### src/rtl/rob_dispatch_ctrl_pkg.sv
`default_nettype none
// ============================================================================
// Module      : rob_dispatch_ctrl_pkg
// Description : Shared widths, the dispatch lane record and helper functions
//               used by the dispatch sequencer and its ROB interface.
// Revision    : 1.0 - initial release
// ============================================================================
package rob_dispatch_ctrl_pkg;

    localparam int DISPATCH_WIDTH       = 2;
    localparam int ROB_ADDR_WIDTH       = 6;
    localparam int PHYS_REGS_ADDR_WIDTH = 7;
    localparam int DISPATCH_ADDR_WIDTH  = (DISPATCH_WIDTH > 1) ? $clog2(DISPATCH_WIDTH) : 1;
    localparam int GROUP_DEPTH_DEFAULT  = 2;
    localparam int POP_WIDTH            = $clog2(DISPATCH_WIDTH + 1);

    typedef struct packed {
        logic                            valid;
        logic [PHYS_REGS_ADDR_WIDTH-1:0] phys_rd;
        logic [4:0]                      arch_rd;
        logic                            is_branch_instr;
        logic                            pred_taken;
        logic [12:0]                     br_offset;
        logic [31:0]                     pc;
        logic [31:0]                     instr;
    } dispatch_lane_t;

    function automatic logic [POP_WIDTH-1:0] popcount_lanes(input logic [DISPATCH_WIDTH-1:0] v);
        logic [POP_WIDTH-1:0] n;
        n = '0;
        for (int i = 0; i < DISPATCH_WIDTH; i++) begin
            n = n + POP_WIDTH'(v[i]);
        end
        return n;
    endfunction

endpackage
`default_nettype wire

### src/rtl/rob_dispatch_if.sv
`default_nettype none
// ============================================================================
// Module      : robDispatchIf
// Description : ROB dispatch port: per-lane enables and fields toward the ROB,
//               allocated tags, banks and the full flag back.
// Revision    : 1.0 - initial release
// ============================================================================
interface robDispatchIf;
    import rob_dispatch_ctrl_pkg::*;

    logic [DISPATCH_WIDTH-1:0]                          en;
    dispatch_lane_t [DISPATCH_WIDTH-1:0]                lane;
    logic [DISPATCH_WIDTH-1:0][ROB_ADDR_WIDTH-1:0]      rob_addr;
    logic [DISPATCH_WIDTH-1:0][DISPATCH_ADDR_WIDTH-1:0] bank_addr;
    logic                                               full;

    modport out (output en, output lane, input rob_addr, input bank_addr, input full);
    modport in  (input en, input lane, output rob_addr, output bank_addr, output full);

endinterface
`default_nettype wire

### src/rtl/rob_dispatch_ctrl_group_fifo.sv
`default_nettype none
// ============================================================================
// Module      : dispatch_group_fifo
// Description : Circular buffer of dispatch groups with occupancy count and a
//               single-cycle flush that empties it.
// Revision    : 1.0 - initial release
// ============================================================================
module dispatch_group_fifo
    import rob_dispatch_ctrl_pkg::*;
#(
    parameter int GROUP_DEPTH = GROUP_DEPTH_DEFAULT
) (
    input  logic                                 clk,
    input  logic                                 rst,
    input  logic                                 flush_i,
    input  logic                                 push_i,
    input  logic                                 pop_i,
    input  dispatch_lane_t [DISPATCH_WIDTH-1:0]  wr_group_i,
    output dispatch_lane_t [DISPATCH_WIDTH-1:0]  head_group_o,
    output logic [$clog2(GROUP_DEPTH+1)-1:0]     count_o
);

    localparam int PTR_W = (GROUP_DEPTH > 1) ? $clog2(GROUP_DEPTH) : 1;
    localparam int CNT_W = $clog2(GROUP_DEPTH + 1);

    dispatch_lane_t [DISPATCH_WIDTH-1:0] mem_q [GROUP_DEPTH];
    logic [PTR_W-1:0] head_q, head_d;
    logic [PTR_W-1:0] tail_q, tail_d;
    logic [CNT_W-1:0] count_q, count_d;

    // Depth is a power of two, so pointer overflow is the wrap.
    always_comb begin
        head_d  = head_q;
        tail_d  = tail_q;
        count_d = count_q;
        if (flush_i) begin
            head_d  = '0;
            tail_d  = '0;
            count_d = '0;
        end else begin
            if (push_i) tail_d = tail_q + PTR_W'(1);
            if (pop_i)  head_d = head_q + PTR_W'(1);
            if (push_i && !pop_i) count_d = count_q + CNT_W'(1);
            if (pop_i && !push_i) count_d = count_q - CNT_W'(1);
        end
    end

    always_ff @(posedge clk) begin
        if (rst) begin
            head_q  <= '0;
            tail_q  <= '0;
            count_q <= '0;
            for (int i = 0; i < GROUP_DEPTH; i++) begin
                mem_q[i] <= '0;
            end
        end else begin
            head_q  <= head_d;
            tail_q  <= tail_d;
            count_q <= count_d;
            if (push_i && !flush_i) begin
                mem_q[tail_q] <= wr_group_i;
            end
        end
    end

    assign head_group_o = mem_q[head_q];
    assign count_o      = count_q;

endmodule
`default_nettype wire

### src/rtl/rob_dispatch_ctrl.sv
`default_nettype none
// ============================================================================
// Module      : rob_dispatch_ctrl
// Description : Buffers decode groups and presents the head group to the ROB,
//               returning allocated tags. Define ROB_DISPATCH_PERF_EN to add
//               the stall / dispatched-lane performance counters.
// Revision    : 1.0 - initial release
// ============================================================================
module rob_dispatch_ctrl
    import rob_dispatch_ctrl_pkg::*;
#(
    parameter int GROUP_DEPTH = GROUP_DEPTH_DEFAULT
) (
    input  logic                                                 clk,
    input  logic                                                 rst,
    input  logic                                                 flush,
    input  logic                                                 dec_valid,
    output logic                                                 dec_ready,
    input  dispatch_lane_t [DISPATCH_WIDTH-1:0]                  dec_lane,
    robDispatchIf.out                                            rob,
    output logic [DISPATCH_WIDTH-1:0]                            disp_valid,
    output logic [DISPATCH_WIDTH-1:0][ROB_ADDR_WIDTH-1:0]        disp_rob_addr,
    output logic [DISPATCH_WIDTH-1:0][DISPATCH_ADDR_WIDTH-1:0]   disp_bank_addr
`ifdef ROB_DISPATCH_PERF_EN
    ,
    output logic [31:0]                                          perf_stall_cycles,
    output logic [31:0]                                          perf_dispatched
`endif
);

    localparam int CNT_W = $clog2(GROUP_DEPTH + 1);

    logic [CNT_W-1:0]                    count;
    dispatch_lane_t [DISPATCH_WIDTH-1:0] head_group;
    logic                                head_valid;
    logic                                push;
    logic                                fire;
    logic [DISPATCH_WIDTH-1:0]           rob_en;

    // Ready depends on registered occupancy only; a same-cycle pop never frees a slot.
    assign dec_ready  = (count != CNT_W'(GROUP_DEPTH));
    assign head_valid = (count != '0);
    assign push       = dec_valid && dec_ready && !flush;
    assign fire       = head_valid && !rob.full && !flush;

    dispatch_group_fifo #(
        .GROUP_DEPTH (GROUP_DEPTH)
    ) u_fifo (
        .clk          (clk),
        .rst          (rst),
        .flush_i      (flush),
        .push_i       (push),
        .pop_i        (fire),
        .wr_group_i   (dec_lane),
        .head_group_o (head_group),
        .count_o      (count)
    );

    always_comb begin
        rob_en = '0;
        for (int i = 0; i < DISPATCH_WIDTH; i++) begin
            rob_en[i] = fire && head_group[i].valid;
        end
    end

    assign rob.en         = rob_en;
    assign rob.lane       = head_group;
    assign disp_valid     = rob_en;
    assign disp_rob_addr  = rob.rob_addr;
    assign disp_bank_addr = rob.bank_addr;

`ifdef ROB_DISPATCH_PERF_EN
    logic [31:0] stall_q, stall_d;
    logic [31:0] disp_cnt_q, disp_cnt_d;
    logic [32:0] disp_sum;

    always_comb begin
        stall_d = stall_q;
        if (head_valid && rob.full && (stall_q != '1)) begin
            stall_d = stall_q + 32'd1;
        end
        disp_sum   = {1'b0, disp_cnt_q} + 33'(popcount_lanes(rob_en));
        disp_cnt_d = disp_sum[32] ? '1 : disp_sum[31:0];
    end

    // Counters survive flush; only reset clears them.
    always_ff @(posedge clk) begin
        if (rst) begin
            stall_q    <= '0;
            disp_cnt_q <= '0;
        end else begin
            stall_q    <= stall_d;
            disp_cnt_q <= disp_cnt_d;
        end
    end

    assign perf_stall_cycles = stall_q;
    assign perf_dispatched   = disp_cnt_q;
`endif

endmodule
`default_nettype wire

### src/flat_wrapper.sv
// flat-port wrapper written by rule: the top's interface ports become plain ports
module rob_dispatch_ctrl_flat import rob_dispatch_ctrl_pkg::*;
#(
    parameter int GROUP_DEPTH = GROUP_DEPTH_DEFAULT
)
  (clk, rst, flush, dec_valid, dec_ready, dec_lane, disp_valid, disp_rob_addr, disp_bank_addr, rob_en, rob_lane, rob_rob_addr, rob_bank_addr, rob_full);
  robDispatchIf rob_i ();
  input  logic clk;
  input  logic rst;
  input  logic flush;
  input  logic dec_valid;
  output logic dec_ready;
  input  dispatch_lane_t [DISPATCH_WIDTH-1:0] dec_lane;
  output logic [DISPATCH_WIDTH-1:0] disp_valid;
  output logic [DISPATCH_WIDTH-1:0][ROB_ADDR_WIDTH-1:0] disp_rob_addr;
  output logic [DISPATCH_WIDTH-1:0][DISPATCH_ADDR_WIDTH-1:0] disp_bank_addr;
  output wire logic [$bits(rob_i.en)-1:0] rob_en;
  output wire logic [$bits(rob_i.lane)-1:0] rob_lane;
  input wire logic [$bits(rob_i.rob_addr)-1:0] rob_rob_addr;
  input wire logic [$bits(rob_i.bank_addr)-1:0] rob_bank_addr;
  input wire logic [$bits(rob_i.full)-1:0] rob_full;
  assign rob_en = rob_i.en;
  assign rob_lane = rob_i.lane;
  assign rob_i.rob_addr = rob_rob_addr;
  assign rob_i.bank_addr = rob_bank_addr;
  assign rob_i.full = rob_full;
  rob_dispatch_ctrl #(.GROUP_DEPTH(GROUP_DEPTH)) u_core (.clk(clk), .rst(rst), .flush(flush), .dec_valid(dec_valid), .dec_ready(dec_ready), .dec_lane(dec_lane), .rob(rob_i), .disp_valid(disp_valid), .disp_rob_addr(disp_rob_addr), .disp_bank_addr(disp_bank_addr));
endmodule
### config.mk
export PLATFORM = sky130hd
export DESIGN_NAME = rob_dispatch_ctrl_flat
export DESIGN_NICKNAME = d
export VERILOG_FILES = /design/src/rtl/rob_dispatch_ctrl_pkg.sv /design/src/rtl/rob_dispatch_if.sv /design/src/rtl/rob_dispatch_ctrl_group_fifo.sv /design/src/rtl/rob_dispatch_ctrl.sv /design/src/flat_wrapper.sv
export SDC_FILE = /design/constraint.sdc
export NUM_CORES = 1
export LEC_CHECK = 0
export ABC_AREA = 1
export BUFFER_PORTS_ARGS = -buffer_cell sky130_fd_sc_hd__buf_4
export CAP_MARGIN = 20
export CORE_MARGIN = 3
export CORE_UTILIZATION = 30
export CTS_BUF_LIST = sky130_fd_sc_hd__clkbuf_16
export CTS_CLUSTER_DIAMETER = 150
export CTS_CLUSTER_SIZE = 24
export DETAILED_ROUTE_END_ITERATION = 7
export GPL_ROUTABILITY_DRIVEN = 0
export MAX_ROUTING_LAYER = met4
export PLACE_DENSITY_LB_ADDON = 0.12
export SLEW_MARGIN = 20
export SYNTH_ARGS = -nofsm -noshare
export SYNTH_HDL_FRONTEND = slang
export SYNTH_HIERARCHICAL = 1
export SYNTH_SLANG_ARGS = --single-unit
### constraint.sdc
create_clock -name clk -period 14.88 [get_ports clk]
set_input_delay 2.976 -clock clk [delete_from_list [all_inputs] [get_ports clk]]
set_output_delay 2.976 -clock clk [all_outputs]
set_load 0.03 [all_outputs]
; ---- Word-level counts from Yosys, hierarchy flattened
; Memories as Yosys holds them, arrays and structs flattened. A register that Yosys moved wholly into a read port is not among the register bits.
; Cells that the tools add are included.
; Widths: inputs -> output; s select.
[totals]
ram_bits = 368
output_inout_bits = 203
wordCells = 38
register_bits = 4
memories = 1
[op_classes]
eq_ne = 1
n_mux = 12
n_reduce_logical = 17
n_addsub = 4
[memory_table]
columns = memory, depth, word_bits, rd, rd_ports_with_merged_regs, wr, line
row1 = u_core.u_fifo.mem_q, 2, 184, 1, 1, 2, rob_dispatch_ctrl_group_fifo.sv:26  ; dispatch_lane_t [DISPATCH_WIDTH-1:0] mem_q [GROUP_DEPTH];
[op_table]
columns = cell, count
row1 = $mux 184, 1
row2 = $reduce_or 184->1, 1
row3 = $logic_and 1x1->1, 9
row4 = $mux 1, 9
row5 = $logic_not 1->1, 4
row6 = $mux 2, 2
row7 = $reduce_bool 2->1, 2
row8 = $add 1x1->1 const B, 2
row9 = $add 2x1->2 const B, 1
row10 = $ne 2x2->1 const B, 1
row11 = $reduce_or 2->1, 1
row12 = $sub 2x1->2 const B, 1

; ---- Depth between registers and ports, before layout
[depth]
word_depth = 9
ltp_mapped = 11

; ---- By module
; Netlist, hierarchy kept.
[by_module_without_submodules]
columns = mod, seq_area_each_um2, area_each_um2, cells_per_inst, n_inst
row1 = dispatch_group_fifo, 11150.7, 15777.6, 1197, 1
row2 = rob_dispatch_ctrl, 0.0, 173.9, 29, 1

; ---- Least setup slack after synthesis
; Ideal clock, no wire load.
[synth_timing]
kind = input-to-reg
start = input port dec_valid
end = memory u_core/u_fifo/mem_q[0][0] in the netlist's numbering (enable)
path_slack_ns = 6.629
setup_time_ns = 0.552
n_path_buf = 2
t_required_ns = 14.328
stages = 8
arrival_time_ns = 7.699
path_cell_list = nand2_1 -> nor2_1 -> inv_2 -> nor2_1 -> nand2_1 -> buf_4 -> buf_2 -> nand2_1
[synth_lines]
columns = element, line
row1 = "start, declared", flat_wrapper.sv:11  ; input logic dec_valid;
row2 = "end, declared", rob_dispatch_ctrl_group_fifo.sv:26

; ---- Final worst setup path
[layout_timing]
start = input port flush
end = output port rob_en[1]
[layout_via]
elab_chain_cells = 3
[layout_rtl]
columns = element, line
row1 = "start, declared", flat_wrapper.sv:10  ; input logic flush;
row2 = $logic_not 1->1, rob_dispatch_ctrl.sv:44  ; assign fire = head_valid && !rob.full && !flush;
row3 = $logic_and 1x1->1, rob_dispatch_ctrl.sv:44
row4 = $logic_and 1x1->1, rob_dispatch_ctrl.sv:62  ; rob_en[i] = fire && head_group[i].valid;
row5 = "end, declared", flat_wrapper.sv:17  ; output wire logic [$bits(rob_i.en)-1:0] rob_en;
; Every way passes these cells.

==> impl_results.md <==
- Outcome: completed
- CTS HTree Levels: 1
- Post-Syn Instances: 1226
- Global router's overall resource usage: 14.49%
- Final hold vios: 0
- DP Wirelength: 26270 um
- TritonCTS Sinks: 373
- Crit Path Category: input port to output port
- Fin crit period: 6.564 ns
- Vias per std cell: 4.325
- Final Slew Violations: 0
- Worst-path fanout max: 5
- Initial Util: 30.72%
- Static leakage: 8.699 nW
- Gr ovfl total: 0
- Mapped Nets: 1430
- TNS Setup: 0 ns
- Crit path launch type: input port
- First-pass GRT wire length: 61090 um
- Clock share of power: 27.8%
- Final core occ: 38.21%
- Stages on worst setup path: 5
- Vias in the first global route: 9964
- Final ANT Viol Nets: 0
- Main combinational cell family by area after synthesis: multiplexers
- Yosys cell types: 21
- Clk root buf: clkbuf_16
- Internal: 1.529 mW
- CTS tree: yes
- Crit path top cell by count: buf_4
- Kind of end point of the critical path: output port
- Skew-Pair Late Insertion Delay: 0.53 ns
- Synth Register Bits: 373
- Post-route cell area: 19840 um^2
- # Max-Cap Violations: 0
- CTS Hold Bufs: 0
- Slowest stage delay, CP: 0.18 ns
- Post-Synth Simple-Gate Area: 9.452%
- Routed wire length: 41360 um
- Mean Syn Cell Area: 13.01 um^2
- R2R depth: 9
- Slowest stage cell, crit path: buf_4
- Worst Path Buf+Inv: 2
- Mux contribution to synthesized area: 12.99%
- Layout Nets: 1764
- Die width: 236.6 um
- RR Endpoint: u_core/u_fifo/mem_q[0][134]
- Die H: 236.6 um
- Compound-Gate Fraction of Synth Area: 0.06275%
- Layout area overhead: 24.37%
- Max IR drop VDD: 67.61 uV
- Syn. warnings: 6
- CTS resizes: 0
- Peak Freq: 0.1523 GHz
- Number of antenna violations at the first check in global routing: 7
- Hold WC Path Type: flop to flop
- Crit share post-route: 44.11%
- Switching Fraction: 24.04%
- Via count: 9741
- Sw Pwr: 0.4838 mW
- DRC: 0
- Largest net degree at the start of global routing: 130
- Row Count: 83
- Drt wl/cell: 18.37 um
- Synthesized area: 15950 um^2
- Delay-heaviest family, CP: buffers and inverters
- R2r startpoint: u_core/u_fifo/count_o[0]
- CTS buffer count: 19
- Critical Path RT: 11.90 ns
- Pwr/cell area: 101.5 nW/um^2
- Combinational fraction of design power: 12.1%
- WP data arrival: 3.59 ns
- Clock transition at path regs: 0.10 ns
- Setup bufs post-CTS: 0
- CP Launch Point: flush
- Register share of total power: 60.0%
- Placed Area: 19310 um^2
- Fraction of synthesized cell area in xor and xnor cells: 0.05491%
- Io pins: 406
- Drt initial violations: 458
- Max Root-Sink Buffers: 3
- Slew headroom: 34.68%
- Unrepaired setup endpoints after global routing: no
- Drt first pass iters: 4
- CP cell instances: buf_4 -> nor2_2 -> nand2_2 -> nor2_1 -> buf_4
- Worst Skew: 0.01829 ns
- Crit path to: rob_en[1]
- FF-to-FF setup slack: 11.11 ns
- Worst-margin pin slew: 0.9798 ns
- Die area: 55970 um^2
- Core region area: 51920 um^2
- Port Buffers: 377
- Post-synthesis sequential area ratio: 69.90%
- Share of cells above drive strength 1: 38.47%
- Post-synthesis adder-cell area fraction: 0.07844%
- Endpoints failing setup: 0
cells in the final DEF, fill, tap and decap left out, drive strengths merged:
| cell | Yosys | routed |
|---|---|---|
| buf | 73 | 389 |
| nor2 | 378 | 378 |
| edfxtp | 368 | 368 |
| inv | 194 | 200 |
| mux2 | 184 | 184 |
| clkbuf | 3 | 19 |
| nand2 | 12 | 12 |
| diode | 0 | 7 |
| dfxtp | 5 | 5 |
| nor3 | 2 | 2 |
| nand3 | 2 | 2 |
| clkinv | 0 | 1 |
| o21ai | 1 | 1 |
| a21oi | 1 | 1 |
| xnor2 | 1 | 1 |
| nand4 | 1 | 1 |
| ha | 1 | 1 |
metal layers:
layer | up-vias | wire [um] | track usage (%) | share of wire (%)
met4 | 0 | 752 | 3.445 | 1.8
met1 | 4833 | 17230 | 17.66 | 42
met2 | 195 | 21210 | 24.53 | 51
li1 | 4675 | - | - | -
met5 | - | 0 | - | 0
met3 | 38 | 2176 | 3.261 | 5.3
cell type report:
class	instances	area (um^2)
fillers	5110	32090
flip-flops and latches	373	11150
multi-input cells	583	3641
repair buffers	389	2933
well taps	680	850.8
inverters	194	728.2
clock buffers	19	475.5
clock inverters	7	38.79
diodes	7	17.52
power groups by stage:
stage | clock [mW] | sequential (mW) | combinational, mW
after floorplan | 0 | 1.24 | 0.139
after global placement | 0 | 1.23 | 0.251
after detailed placement | 0 | 1.23 | 0.250
after CTS | 0.594 | 1.21 | 0.251
after global routing | 0.626 | 1.21 | 0.263
final | 0.560 | 1.21 | 0.244
flip-flops by register name (all words and copies together), names as in the netlist, named ones only:
register and cells:
u_core/u_fifo/head_q 1, u_core/u_fifo/mem_q 368, u_core/u_fifo/count_o 2, u_core/u_fifo/tail_q 1
per-stage QoR:
stage / hold WS (ns) / instances / worst slack [ns] / total power, mW
floorplan: 0.4688 / 1226 / 6.629 / 1.377
global placement: 0.5136 / 2219 / 8.318 / 1.482
detailed placement: 0.5152 / 2219 / 8.310 / 1.483
CTS: 0.5329 / 2245 / 8.303 / 2.054
global route: 0.5517 / 2252 / 8.252 / 2.102
finish: 0.5348 / 2252 / 8.316 / 2.013
worst min-delay path by stage:
stage | cells after the start | endpoint | startpoint | slack, ns
2_1_floorplan | 2 | u_core/u_fifo/tail_q | u_core/u_fifo/tail_q | 0.47
5_1_grt | 2 | u_core/u_fifo/tail_q | u_core/u_fifo/tail_q | 0.55
3_3_place_gp | 2 | u_core/u_fifo/tail_q | u_core/u_fifo/tail_q | 0.51
6_report | 2 | u_core/u_fifo/tail_q | u_core/u_fifo/tail_q | 0.53
3_5_place_dp | 2 | u_core/u_fifo/tail_q | u_core/u_fifo/tail_q | 0.52
4_1_cts | 2 | u_core/u_fifo/tail_q | u_core/u_fifo/tail_q | 0.53
synth_stat cells:
master    instances  share of area, %
inv_2             1             0.024
nand2_2           1             0.039
clkbuf_1          3             0.071
ha_1              1             0.078
nor2_4            1             0.071
nand3_1           1             0.031
mux2_2          184                13
edfxtp_1        368                69
nand2_1          11              0.26
dfxtp_1           5              0.63
xnor2_1           1             0.055
nor2_1          376               8.8
nor3_1            2             0.063
o21ai_0           1             0.031
nand4_1           1             0.039
buf_4            34               1.6
inv_1           193               4.5
a21oi_1           1             0.031
nand3_2           1             0.063
nor2_2            1             0.039
buf_2            39               1.2
logic make-up (layout without fill, tap and decap cells):
| family | Yosys count | count (layout) |
|---|---|---|
| AO/OA/AOI/OAI | 2 | 2 |
| other | 0 | 7 |
| buffers and inverters | 270 | 609 |
| flip-flops | 373 | 373 |
| multiplexers | 184 | 184 |
| adder cells (fa/ha/maj) | 1 | 1 |
| AND/OR/NAND/NOR | 395 | 395 |
| XOR/XNOR | 1 | 1 |
worst register-to-register path, cell delays in order, from the launching register on:
cell and delay (ns):
dfxtp_1 0.39, inv_1 0.07, nand2_1 0.09, nand2_1 0.06
nor2_1 0.24, inv_2 0.09, nor2_1 0.17, nand2_4 0.43
nand2_4 0.91, buf_4 0.85
Power figures use the tool's default switching activity.
